## src/rtl/cond_exec_stage.sv

```systemverilog
// Conditional-execution stage: evaluates the instruction condition against the
// architectural flags, gates the write/PC controls, updates the flags and
// registers the result into a one-entry ready/valid output buffer.
module cond_exec_stage #(
  parameter int N = 32
) (
  input  logic         clk,
  input  logic         rst_n,
  input  logic         in_valid,
  output logic         in_ready,
  input  logic [3:0]   Cond,
  input  logic [3:0]   ALUFlags,
  input  logic [1:0]   FlagW,
  input  logic [N-1:0] ALUResult,
  input  logic [3:0]   Rd,
  input  logic         RegW,
  input  logic         MemW,
  input  logic         PCS,
  input  logic         flush,
  output logic         out_valid,
  input  logic         out_ready,
  output logic [N-1:0] out_Result,
  output logic [3:0]   out_Rd,
  output logic         out_RegWrite,
  output logic         out_MemWrite,
  output logic         out_PCSrc,
  output logic [3:0]   Flags,
  output logic         CondEx,
  output logic [15:0]  skip_count
);

  // Condition decode against {N,Z,C,V}.
  function automatic logic cond_eval(input logic [3:0] cond, input logic [3:0] flg);
    logic n, z, c, v;
    logic res;
    n = flg[3];
    z = flg[2];
    c = flg[1];
    v = flg[0];
    case (cond)
      4'b0000: res = z;
      4'b0001: res = ~z;
      4'b0010: res = c;
      4'b0011: res = ~c;
      4'b0100: res = n;
      4'b0101: res = ~n;
      4'b0110: res = v;
      4'b0111: res = ~v;
      4'b1000: res = c & ~z;
      4'b1001: res = ~c | z;
      4'b1010: res = (n == v);
      4'b1011: res = (n != v);
      4'b1100: res = ~z & (n == v);
      4'b1101: res = z | (n != v);
      default: res = 1'b1;
    endcase
    return res;
  endfunction

  // Saturating increment for the skip counter.
  function automatic logic [15:0] sat_inc(input logic [15:0] val);
    logic [15:0] res;
    if (val == 16'hFFFF) res = val;
    else                 res = val + 16'd1;
    return res;
  endfunction

  // Stage p0: combinational input side.
  logic cond_ex_p0;
  logic accept_p0;

  // Stage p1: registered output entry and architectural state.
  logic         vld_p1;
  logic [N-1:0] res_p1;
  logic [3:0]   rd_p1;
  logic         regw_p1;
  logic         memw_p1;
  logic         pcs_p1;
  logic [3:0]   flags_p1;
  logic [15:0]  skip_p1;

  // Condition uses the pre-update flags; accept is blocked by flush via in_ready.
  always_comb begin
    cond_ex_p0 = cond_eval(Cond, flags_p1);
    in_ready   = (~vld_p1 | out_ready) & ~flush;
    accept_p0  = in_valid & in_ready;
  end

  // Output-entry control: load on accept, drain on out_ready or flush, else hold.
  always_ff @(posedge clk or negedge rst_n) begin
    if (!rst_n) begin
      vld_p1  <= 1'b0;
      regw_p1 <= 1'b0;
      memw_p1 <= 1'b0;
      pcs_p1  <= 1'b0;
    end else if (accept_p0) begin
      vld_p1  <= 1'b1;
      regw_p1 <= RegW & cond_ex_p0;
      memw_p1 <= MemW & cond_ex_p0;
      pcs_p1  <= PCS  & cond_ex_p0;
    end else if (out_ready || flush) begin
      vld_p1  <= 1'b0;
    end
  end

  // Output-entry data: captured only on accept; cleared by reset.
  always_ff @(posedge clk or negedge rst_n) begin
    if (!rst_n) begin
      res_p1 <= '0;
      rd_p1  <= '0;
    end else if (accept_p0) begin
      res_p1 <= ALUResult;
      rd_p1  <= Rd;
    end
  end

  // Architectural flags: per-half update only for an accepted, executed instruction.
  always_ff @(posedge clk or negedge rst_n) begin
    if (!rst_n) begin
      flags_p1 <= 4'b0000;
    end else if (accept_p0 && cond_ex_p0) begin
      if (FlagW[1]) flags_p1[3:2] <= ALUFlags[3:2];
      if (FlagW[0]) flags_p1[1:0] <= ALUFlags[1:0];
    end
  end

  // Count accepted instructions whose condition failed.
  always_ff @(posedge clk or negedge rst_n) begin
    if (!rst_n) begin
      skip_p1 <= 16'd0;
    end else if (accept_p0 && !cond_ex_p0) begin
      skip_p1 <= sat_inc(skip_p1);
    end
  end

  assign CondEx       = cond_ex_p0;
  assign out_valid    = vld_p1;
  assign out_Result   = res_p1;
  assign out_Rd       = rd_p1;
  assign out_RegWrite = regw_p1;
  assign out_MemWrite = memw_p1;
  assign out_PCSrc    = pcs_p1;
  assign Flags        = flags_p1;
  assign skip_count   = skip_p1;

endmodule

```

## config.mk

```make
export PLATFORM = sky130hd
export DESIGN_NAME = cond_exec_stage
export DESIGN_NICKNAME = d
export VERILOG_FILES = /design/src/rtl/cond_exec_stage.sv
export SDC_FILE = /design/constraint.sdc
export NUM_CORES = 1
export LEC_CHECK = 0
export CAP_MARGIN = 10
export CORE_UTILIZATION = 35
export CTS_CLUSTER_SIZE = 8
export DETAILED_ROUTE_END_ITERATION = 8
export PLACE_DENSITY = 0.78
export SKIP_LAST_GASP = 1
export SYNTH_ARGS = -nofsm -noshare
export SYNTH_HDL_FRONTEND = slang
export SYNTH_SLANG_ARGS = --single-unit
export TNS_END_PERCENT = 50
```

## constraint.sdc

```tcl
create_clock -name clk -period 2.3 [get_ports clk]
set_input_delay 0.46 -clock clk [delete_from_list [all_inputs] [get_ports clk]]
set_output_delay 0.46 -clock clk [all_outputs]
set_load 0.01 [all_outputs]
```

==> results.json <==
{
  "vias": 2424,
  "io_pins": 116,
  "max-vdd-ir-drop_mv": 0.349,
  "fmax_mhz": 431,
  "cts_tree": "done",
  "setup_slack_ns": -0.0212,
  "worstSetupStartpoint": "Cond[2]",
  "r2r_start": "Flags[2]$_DFFE_PN0P_",
  "muxShareOfSynthArea": 0.0325,
  "port_buffers": 115,
  "status": "finished, violations left",
  "antenna_found_initial": 0,
  "overflow": 0,
  "worst_slew_pin_slew_ns": 0.558,
  "period_share": 1.01,
  "place.gp.congestion": 0.771,
  "synth-simple-area-share": 0.291,
  "placed_area_um2": 3950,
  "fillers": 651,
  "worstHoldPathType": "primary input to asynchronous set/reset pin",
  "power_frac_clock": 0.247,
  "grt_pass1_vias": 2360,
  "p_int_w": 0.00243,
  "leakagePower_nw": 2.00,
  "final_cell_area_um2": 4230,
  "dr.pass1.iters": 4,
  "cts.path.max_buffers": 2,
  "postSynthCellCount": 287,
  "path_clk_slew_ns": 0.06,
  "critical_path.endpoint": "skip_count[12]$_DFFE_PN0P_",
  "yosysMostFrequentCell": "nand2_1",
  "ctsHoldBuffers": 0,
  "syn_nets": 342,
  "critPathLaunchType": "primary input",
  "viasPerCell": 4.62,
  "violations": "negative setup slack",
  "syn_area_um2": 2660,
  "fp.dieW_um": 89.2,
  "nets": 478,
  "fp.dieH_um": 89.2,
  "slew-limit-headroom": 0.628,
  "synth_top_family_by_area": "simple AND/OR/NAND/NOR gates",
  "clock_latency_ns": 0.33,
  "cts.htree.levels": 3,
  "grt_max_degree": 40,
  "setup_viol": 2,
  "synthFlopType": "dfrtp_1",
  "drtIter0Drc": 100,
  "drive_gt1_frac": 0.127,
  "synth-edff-count": 0,
  "ys_ff_latch": 60,
  "cts_root_buf": "clkbuf_8",
  "syn_area_per_cell_um2": 9.26,
  "num_rows": 31,
  "start_util": 0.365,
  "power_frac_comb": 0.344,
  "hold_violations": 0,
  "yosysTopAreaCellShare": 0.565,
  "drtAntennaViolNets": 0,
  "synth_common_cells": "nand2_1 (124), dfrtp_1 (60), xor2_1 (14), nor2_1 (12), clkbuf_1 (8)",
  "drt-total-wl_mm": 7.14,
  "maxCapViolations": 0,
  "synth_seq_area_share": 0.565,
  "antenna_cells": 0,
  "arrival_ns": 2.57,
  "critPathMaxFanout": 7,
  "setup_tns_ns": -0.0395,
  "area.growth.synth_to_final_pct": 58.9,
  "cp.required_ns": 2.55,
  "drc": 0,
  "grt_usage": 0.187,
  "synthTopCellsByArea": "dfrtp_1 (56%), nand2_1 (18%), xor2_1 (4.6%), mux2_2 (2.1%), nor2_1 (1.7%)",
  "synth_top_cell_by_area": "dfrtp_1",
  "synth-compound-area-share": 0.0231,
  "async_flop_share": 1.00,
  "skew_ns": 0.00597,
  "end_kind": "flip-flop",
  "worst-r2r-setup-slack_ns": -0.02,
  "reg2reg_depth": 13,
  "netlist-cell-type-count": 33,
  "powerDensity_nw_per_um2": 822,
  "swShare": 0.301,
  "wl_per_cell_um": 13.6,
  "cts_made_buffers": 9,
  "seqPwrFrac": 0.410,
  "synthXorXnorAreaFrac": 0.0560,
  "dp_hpwl_mm": 4.99,
  "power_w": 0.00347,
  "p_sw_w": 0.00105,
  "synthAdderAreaFrac": 0.00471,
  "fp.dieArea_um2": 7950,
  "grt_pass1_wl_mm": 11.2,
  "core_area_um2": 7290,
  "fin_crit_ns": 2.32,
  "reg2reg_to": "skip_count[12]$_DFFE_PN0P_",
  "critPathKind": "primary input to flip-flop",
  "yosys_warnings": 0,
  "slew_violations": 0,
  "rsz0062_at_grt": "yes",
  "cts.sinks": 60
}
area by class of cell:
cell class | count | area [µm²] | share of cell area
multi-input combinational | 212 | 1100 | 0.261
timing repair buffer | 138 | 1310 | 0.311
inverter | 2 | 7.51 | 0.00178
tap | 99 | 124 | 0.0293
clock buffer | 12 | 165 | 0.0391
sequential | 60 | 1500 | 0.356
clock inverter | 2 | 10.0 | 0.00237
worst min-delay path by stage:
stage | start | end | slack (ns) | depth (start not counted)
5_1_grt | rst_n | out_PCSrc$_DFFE_PN0P_ | 0.15 | 1
4_1_cts | rst_n | skip_count[15]$_DFFE_PN0P_ | 0.13 | 1
2_1_floorplan | rst_n | Flags[0]$_DFFE_PN0P_ | 0.16 | 0
3_3_place_gp | out_Result[5]$_DFFE_PN0P_ | out_Result[5]$_DFFE_PN0P_ | 0.46 | 2
3_5_place_dp | out_Result[21]$_DFFE_PN0P_ | out_Result[21]$_DFFE_PN0P_ | 0.46 | 2
6_report | rst_n | out_PCSrc$_DFFE_PN0P_ | 0.12 | 1
per-stage QoR:
stage | setup WS, ns | std cells | hold WS, ns | utilization
after floorplan | 0.104 | 287 | 0.164 | -
after global placement | -0.399 | 499 | 0.458 | 0.541
after detailed placement | -0.443 | 499 | 0.461 | 0.541
after CTS | 0.0284 | 518 | 0.126 | 0.569
after global routing | -0.0902 | 525 | 0.149 | 0.579
final | -0.0212 | 525 | 0.116 | 0.579
power groups by stage:
stage / clock [W] / sequential, W / combinational [W]
2_1_floorplan: 0 / 0.00150 / 0.000341
3_3_place_gp: 0 / 0.00143 / 0.00102
3_5_place_dp: 0 / 0.00144 / 0.00103
4_1_cts: 0.000870 / 0.00143 / 0.00108
5_1_grt: 0.000924 / 0.00145 / 0.00129
6_report: 0.000857 / 0.00142 / 0.00119
critical path: stages:
cell             delay [ns]
clkdlybuf4s15_1        0.26
and3b_1                0.24
a22oi_2                0.17
mux2i_2                0.30
nor2_2                 0.07
buf_4                  0.14
buf_4                  0.12
buf_4                  0.12
buf_4                  0.12
buf_4                  0.12
buf_4                  0.12
buf_4                  0.14
nand3_2                0.06
xnor2_1                0.12
sequential cells by signal (all words and copies together), names as in the netlist:
signal,count
out_Result,32
out_MemWrite,1
out_Rd,4
out_PCSrc,1
out_valid,1
skip_count,16
out_RegWrite,1
Flags,4
routing by layer:
metal | GRT usage | vias up | routed length (µm) | share of wire
li1 | - | 1187 | - | -
met1 | 0.232 | 1147 | 3000 | 0.42
met2 | 0.312 | 78 | 3580 | 0.50
met3 | 0.0489 | 12 | 437 | 0.061
met4 | 0.0736 | 0 | 120 | 0.017
met5 | 0 | - | 0 | 0
layout by cell type (no fill, tap or decap), types with 5 or more instances in the layout:
cell / n
nand2_1: 124
clkdlybuf4s50_1: 109
dfrtp_1: 58
buf_4: 23
xor2_1: 14
clkbuf_8: 12
nor2_1: 11
nor3_1: 5
and3_1: 5
nor2b_1: 5
mux2_2: 5
nand3_1: 5
logic make-up after synthesis:
logic type	count (synthesis)
compound gates	9
xor+xnor	17
fa+ha+maj	1
buf+inv	15
flops	60
mux	8
simple gates	177
repair_timing:
| action | CTS | global route |
|---|---|---|
| cloned | 0 | 0 |
| setup endpoints to repair | 9 | 4 |
| pin swaps | 1 | 4 |
| resized for setup | 6 | 13 |
| endpoints found under the hold margin | 0 | 0 |
| setup buffers | 5 | 7 |
Power figures use the tool's default switching activity.
